$ cat config.mk
export PLATFORM = sky130hd
export DESIGN_NAME = bit_serial_datapath
export DESIGN_NICKNAME = d
export VERILOG_FILES = /design/src/rtl/bit_serial_datapath.sv
export SDC_FILE = /design/constraint.sdc
export NUM_CORES = 1
export LEC_CHECK = 0
export CORE_MARGIN = 3
export CORE_UTILIZATION = 29
export CTS_CLUSTER_SIZE = 16
export DETAILED_ROUTE_END_ITERATION = 16
export HOLD_SLACK_MARGIN = 0.15
export MAX_ROUTING_LAYER = met4
export PLACE_DENSITY_LB_ADDON = 0.25
export SYNTH_ARGS = -nofsm -noshare
export SYNTH_HDL_FRONTEND = slang
export SYNTH_SLANG_ARGS = --single-unit
$ cat constraint.sdc
create_clock -name clk -period 2.21 [get_ports clk]
set_clock_uncertainty 0.2 [all_clocks]
set_input_delay 0.442 -clock clk [delete_from_list [all_inputs] [get_ports clk]]
set_output_delay 0.442 -clock clk [all_outputs]
set_load 0.005 [all_outputs]
$ cat src/rtl/bit_serial_datapath.sv
// Bit-serial datapath: accumulator A and rotating operand B feed a one-bit ALU
// with a carry flip-flop; write publishes the finished word and its flags.
module bit_serial_datapath #(
  parameter int WIDTH = 8,
  parameter int CW    = $clog2(WIDTH)
) (
  input  logic             clk,
  input  logic             rst,
  input  logic             shift,
  input  logic             write,
  input  logic [2:0]       alu_func,
  input  logic             load,
  input  logic             load_sel,
  input  logic [WIDTH-1:0] din,
  output logic [WIDTH-1:0] result,
  output logic             carry_flag,
  output logic             zero_flag,
  output logic [CW-1:0]    bit_idx
);

  typedef enum logic [2:0] {
    F_PASS = 3'b000,
    F_ADD  = 3'b001,
    F_SUB  = 3'b010,
    F_AND  = 3'b011,
    F_OR   = 3'b100,
    F_XOR  = 3'b101,
    F_MOVB = 3'b110,
    F_RSVD = 3'b111
  } alu_op_e;

  logic [WIDTH-1:0] a_q;
  logic [WIDTH-1:0] b_q;
  logic             carry_q;

  alu_op_e op;
  logic    a_bit;
  logic    b_bit;
  logic    b_eff;
  logic    cin;
  logic    r_bit;
  logic    cout;

  always_comb begin
    op    = alu_op_e'(alu_func);
    a_bit = a_q[0];
    b_bit = b_q[0];
    b_eff = (op == F_SUB) ? ~b_bit : b_bit;
    // Bit 0 seeds the carry: 1 for subtract (two's complement), 0 otherwise.
    cin   = (bit_idx == '0) ? (op == F_SUB) : carry_q;
    r_bit = a_bit;
    cout  = 1'b0;
    unique case (op)
      F_ADD, F_SUB: begin
        r_bit = a_bit ^ b_eff ^ cin;
        cout  = (a_bit & b_eff) | (a_bit & cin) | (b_eff & cin);
      end
      F_AND:   r_bit = a_bit & b_bit;
      F_OR:    r_bit = a_bit | b_bit;
      F_XOR:   r_bit = a_bit ^ b_bit;
      F_MOVB:  r_bit = b_bit;
      default: r_bit = a_bit;
    endcase
  end

  always_ff @(posedge clk) begin
    if (rst) begin
      a_q        <= '0;
      b_q        <= '0;
      carry_q    <= 1'b0;
      bit_idx    <= '0;
      result     <= '0;
      carry_flag <= 1'b0;
      zero_flag  <= 1'b0;
    end else begin
      if (write) begin
        result     <= a_q;
        carry_flag <= carry_q;
        zero_flag  <= (a_q == '0);
      end
      // Load wins over shift; the whole shift step is dropped that cycle.
      if (load) begin
        if (load_sel) b_q <= din;
        else          a_q <= din;
      end else if (shift) begin
        a_q     <= {r_bit, a_q[WIDTH-1:1]};
        b_q     <= {b_q[0], b_q[WIDTH-1:1]};
        carry_q <= cout;
        bit_idx <= (bit_idx == CW'(WIDTH - 1)) ? '0 : bit_idx + 1'b1;
      end
    end
  end

endmodule
==> run_results.csv, run 1 <==
group,metric,value,unit
global_route,antenna_found_initial,0,
clocking,clkLatencyLatePin,0.27,ns
power_and_ir_drop,p_sw_share,25.78,%
power_and_ir_drop,power_leakage,0.8405,nW
global_route,grt_pass1_vias,1202,
sta,setup_viol,0,
clocking,cts-buffers-inserted,5,
detailed_routing,ant_nets,0,
job,maxCapViolCount,0,
layout,fill_cells,491,
sta,tightestPinTransition,0.3602,ns
clocking,cts-root-buf,"clkbuf_8",
die,core_area,0.004786,sq mm
critical_path,worstSetupPathType,"in2reg",
synth,avgSynthCellArea,9.360,sq um
layout,drive_above_1_share,13.47,%
detailed_routing,vias,1211,
detailed_routing,drt_iter0_markers,48,
power_and_ir_drop,p_int,0.9465,mW
detailed_routing,vias_per_cell,4.658,
sta,period_needed,2.112,ns
detailed_routing,wirelength,3194,microns
critical_path,rr_startpoint,"bit_idx[0]",
global_route,grt_pass1_wl,5630,microns
sta,maxSlewHeadroom,75.95,%
place,dpl.hpwl,2310,microns
clocking,cts_buffer_depth,2,
run_status,outcome,"complete, no violations",
clocking,path_clk_slew,0.06,ns
clocking,cts_tree,"yes",
die,die_w,76.96,microns
sta,hold_viol_final,0,
synth,synth_fp_nets,179,
hold_path,hold_start,"zero_flag",
die,start_util,30.51,%
layout,antenna_cells,0,
power_and_ir_drop,power_frac_comb,17.1,%
synth,synth_seq_area_share,41.13,%
critical_path,start_kind,"primary input",
clocking,cts_sinks,30,
synth,syn-cell-area,0.001460,sq mm
die,fp.dieArea,0.005922,sq mm
die,ios,30,
critical_path,crit_required,2.17,ns
power_and_ir_drop,seqPwrFrac,48.0,%
die,fp-row-count,25,
detailed_routing,wl_per_cell,12.28,microns
layout,area_growth,35.48,%
critical_path,cp-end-kind,"register",
power_and_ir_drop,clkPwrFrac,34.9,%
hold_path,hold_class,"reg2reg",
die,die_height,76.96,microns
synth,yosysWarnings,0,
power_and_ir_drop,p_total,1.275,mW
power_and_ir_drop,peakVddDrop,516.3,uV
synth,synth_cells,156,
global_route,grt_use_total,12.04,%
place,gp_congestion,0.7992,
power_and_ir_drop,p_per_area,644.7,mW/mm^2
global_route,grt_max_degree,30,
clocking,htreeDepth,2,
sta,setup-tns-final,0,ns
global_route,overflow,0,
layout,final_common_cell,"nor2_1",
sta,max_freq,473.5,MHz
layout,final_nets,215,
power_and_ir_drop,p_sw,0.3288,mW
detailed_routing,first_pass_iters,4,
sta,period_share,95.55,%
sta,drv_slew,0,
synth,ys_ff_latch,30,
synth,yosys.cell_types.count,27,
sta,rsz0062_at_grt,"no",
layout,layout_common_cells,"nor2_1, dfxtp_1, mux2i_1, clkdlybuf4s50_1, a211oi_1",
critical_path,path_max_fanout,2,
critical_path,arrival,2.07,ns
detailed_routing,drc,0,
critical_path,cp-startpoint,"alu_func[0]",
place,io_buffers,29,
==> cells by family (layout without fill, tap and decap cells) <==
family | after synthesis | count (layout) | share of synthesized area (%)
muxes | 26 | 26 | 17.82
DFF | 30 | 30 | 41.13
AOI/OAI and AO/OA | 29 | 29 | 13.71
buffers and inverters | 16 | 53 | 5.741
and+or+nand+nor | 47 | 47 | 14.74
adders and majority gates | 6 | 6 | 5.656
xor gates and xnor gates | 2 | 2 | 1.200
==> layer usage <==
layer / track usage (%) / routed length, microns / vias up
li1: - / - / 618
met1: 14.79 / 1539 / 560
met2: 18.82 / 1462 / 27
met3: 3.756 / 150 / 6
met4: 3.804 / 40 / 0
met5: - / 0 / -
==> registers in the layout, indices dropped and copies added (netlist names) <==
name	flops
carry_flag	1
a_q	8
zero_flag	1
bit_idx	3
carry_q	1
b_q	8
result	8
==> critical path: stages <==
cell	delay [ns]
dlygate4sd2_1	0.25
nor2_2	0.14
nand2_2	0.10
o31ai_4	0.23
fa_1	0.44
inv_1	0.06
a211oi_1	0.04
nor4_1	0.27
a21oi_1	0.10
==> power by group through the flow <==
stage | registers (mW) | logic [mW] | clock network [mW]
final | 0.612 | 0.218 | 0.446
after global routing | 0.619 | 0.245 | 0.495
after CTS | 0.612 | 0.216 | 0.459
after detailed placement | 0.624 | 0.211 | 0
after global placement | 0.622 | 0.206 | 0
after floorplan | 0.614 | 0.133 | 0
==> what timing repair did <==
action | in CTS | in global routing
endpoints found under the hold margin | 0 | 0
hold buffers | 0 | 0
resized for setup | 8 | 7
buffers inserted | 1 | 1
pin swaps | 6 | 5
endpoints found under the setup margin | 1 | 1
==> stage by stage <==
stage | hold slack (ns) | area [sq um] | cells | utilization [%] | worst slack (ns)
2_1_floorplan | 0.2658 | 1460 | 156 | - | 0.1503
3_3_place_gp | 0.2717 | 1833 | 250 | 38.30 | -0.3454
3_5_place_dp | 0.2678 | 1833 | 250 | 38.30 | -0.4175
4_1_cts | 0.2813 | 1947 | 259 | 40.68 | 0.004791
5_1_grt | 0.2956 | 1978 | 260 | 41.33 | 0.002476
6_report | 0.2900 | 1978 | 260 | 41.33 | 0.09825
==> area by class of cell <==
cell class,count,area (sq um),area share [%]
Clock inverter,1,5.005,0.2530
Sequential cell,30,605.6,30.61
Timing Repair Buffer,39,361.6,18.28
Multi-Input combinational cell,110,813.3,41.11
Inverter,6,22.52,1.139
Clock buffer,7,86.33,4.364
Tap cell,67,83.83,4.238
==> path summary, 6_finish.rpt <==
| kind | end | slack (ns) | depth (start not counted) |
|---|---|---|---|
| worst max-delay path | a_q[7] | 0.1 | 9 |
| worst min-delay path | zero_flag | 0.29 | 2 |
| worst max register to register | a_q[7] | 0.13 | 10 |
| worst min register to register | zero_flag | 0.29 | 2 |
==> synth_stat cells <==
library cell,count,area (sq um)
ha_1,5,62.56
buf_6,2,22.52
nand2_1,4,15.01
nor4b_1,1,8.760
and2_4,1,8.760
buf_4,1,7.510
o21ai_0,3,15.01
a21oi_1,5,25.02
and3_1,1,6.260
nand2b_1,3,18.77
and4b_1,1,10.01
buf_2,4,20.02
clkbuf_1,3,11.26
nor4_1,3,18.77
dfxtp_1,30,600.6
fa_1,1,20.02
xnor2_1,2,17.52
or2_1,1,6.260
mux2i_1,26,260.3
a211o_1,2,17.52
a211oi_1,17,127.6
nor2_1,30,112.6
o31ai_1,1,7.510
nand3_1,1,5.000
a21boi_0,1,7.510
inv_1,6,22.52
nor3_1,1,5.000
Power figures use the tool's default switching activity.
==> run 2: changes to the inputs <==
- PLACE_DENSITY: not set -> 0.56
- PLACE_DENSITY_LB_ADDON: 0.25 -> not set
==> run 2 against run 1 <==
Net effect: clock-buffer cell count is 1 lower; worst hold slack worse by 0.0081 ns; first-iteration DRC count is 29% lower; power hardly changed; non-clock buffer count is 5 higher; sequential power hardly changed; die area stayed put; core utilization is 1.3 points higher; cell area is 3.2% higher; worst setup slack better by 0.080 ns; sequential cell count stayed put; critical path type is now reg2reg; critical endpoint unchanged; largest power group unchanged.
==> run_results.csv, run 2 (same netlist as run 1, synthesis figures left out) <==
group,metric,value,unit
run_status,outcome,"complete, no violations",
layout,final_nets,220,
critical_path,path_max_fanout,4,
critical_path,crit_required,2.17,ns
clocking,path_clk_slew,0.06,ns
power_and_ir_drop,peakVddDrop,339.2,uV
die,start_util,30.51,%
clocking,cts-root-buf,"clkbuf_8",
layout,layout_common_cells,"nor2_1, dfxtp_1, mux2i_1, clkdlybuf4s50_1, a211oi_1",
place,io_buffers,29,
place,place_ws,-0.4216,ns
sta,setup_viol,0,
detailed_routing,wirelength,3353,microns
layout,reg.largest.list,"a_q x8, b_q x8, result x8",
layout,final_common_cell,"nor2_1",
hold_path,hold_class,"reg2reg",
detailed_routing,vias_per_cell,4.700,
layout,drive_above_1_share,18.88,%
critical_path,rr_startpoint,"bit_idx[0]",
detailed_routing,drt_iter0_markers,34,
layout,design_area,0.002041,sq mm
job,maxCapViolCount,0,
sta,period_needed,2.032,ns
clocking,cts-buffers-inserted,5,
clocking,cts_tree,"yes",
power_and_ir_drop,power_leakage,0.8644,nW
sta,worst_slack,0.1783,ns
sta,period_share,91.93,%
clocking,clkLatencyLatePin,0.28,ns
clocking,htreeDepth,2,
clocking,cts_hold_buf,0,
layout,final_cell_count_no_fill,263,
place,gp_congestion,0.6907,
power_and_ir_drop,p_per_area,625.1,mW/mm^2
detailed_routing,first_pass_iters,4,
critical_path,cp-end-kind,"register",
clocking,cts_buffer_depth,2,
die,ios,30,
place,dpl.hpwl,2403,microns
global_route,grt_pass1_wl,5664,microns
layout,fill_cells,491,
global_route,overflow,0,
sta,holdWs,0.2819,ns
detailed_routing,drc,0,
layout,area_growth,39.76,%
place,detailed_place.area,0.001848,sq mm
die,die_height,76.96,microns
sta,hold_viol_final,0,
clocking,cts_sinks,30,
die,fp-row-count,25,
detailed_routing,vias,1236,
critical_path,rrSetupSlack,0.18,ns
critical_path,cp-startpoint,"bit_idx[0]",
sta,max_freq,492.2,MHz
die,die_w,76.96,microns
layout,antenna_cells,0,
critical_path,endpoint,"a_q[7]",
detailed_routing,ant_nets,0,
critical_path,rr_endpoint,"a_q[7]",
critical_path,start_kind,"register",
sta,drv_slew,0,
detailed_routing,wl_per_cell,12.75,microns
critical_path,worstSetupPathType,"reg2reg",
place,dp.cells,252,
die,core_area,0.004786,sq mm
global_route,antenna_found_initial,0,
critical_path,arrival,1.99,ns
sta,setup-tns-final,0,ns
critical_path,worstRegToRegCells,10,
global_route,grt_max_degree,30,
global_route,grt_use_total,12.26,%
die,fp.dieArea,0.005922,sq mm
sta,tightestPinTransition,0.3531,ns
global_route,grt_pass1_vias,1191,
sta,maxSlewHeadroom,76.43,%
==> run 2: cell types whose count changed in the layout (fill, tap and decap cells not counted), moves of 2 or more <==
cell	delta
buf_4	+4
dlygate4sd2_1	-2
inv_1	-2
clkbuf_2	+2
==> run 2: repair_timing <==
item | CTS | global route
resized for setup | 5 | 23
buffers inserted | 2 | 3
endpoints found under the setup margin | 1 | 1
pin swaps | 6 | 7
==> run 2: layer usage <==
layer,up-vias,GRT usage [%],part of all wire (%)
li1,630,-,-
met1,578,14.84,46
met2,22,18.73,49
met3,6,4.343,3.8
met4,0,4.529,1.4
met5,-,-,0
==> run 2: how the worst min path moves through the flow <==
stage,slack [ns],cells past startpoint,end,from
3_5_place_dp,0.27,2,zero_flag,zero_flag
2_1_floorplan,0.27,2,zero_flag,zero_flag
5_1_grt,0.32,2,zero_flag,zero_flag
3_3_place_gp,0.27,2,zero_flag,zero_flag
6_report,0.28,2,zero_flag,zero_flag
4_1_cts,0.28,2,zero_flag,zero_flag
==> run 2: critical path: stages, from the launching register on <==
cell and delay [ns]:
dfxtp_4 0.35, inv_2 0.06, ha_4 0.13, inv_4 0.04, o21ai_4 0.16, o31ai_4 0.09
fa_1 0.44, inv_1 0.08, a211oi_2 0.04, nor4_2 0.24, a21oi_1 0.09
==> run 2: power breakdown <==
part	switching (mW)	total [mW]	internal, mW
clock network	0.187	0.426	0.239
registers	0.0357	0.614	0.578
logic	0.106	0.236	0.130
total	0.329	1.28	0.947
==> run 2: layout make-up <==
class | count | area [sq um] | share of cell area (%)
Inverter | 6 | 25.02 | 1.226
Timing Repair Buffer | 44 | 395.4 | 19.37
Sequential cell | 30 | 605.6 | 29.68
Tap cell | 67 | 83.83 | 4.108
Multi-Input combinational cell | 110 | 848.3 | 41.57
Clock buffer | 6 | 82.58 | 4.047
==> run 2: stage by stage <==
stage / power, mW / util (%)
2_1_floorplan: 0.7473 / -
3_3_place_gp: 0.8313 / 38.61
3_5_place_dp: 0.8407 / 38.61
4_1_cts: 1.274 / 40.84
5_1_grt: 1.352 / 42.64
6_report: 1.276 / 42.64
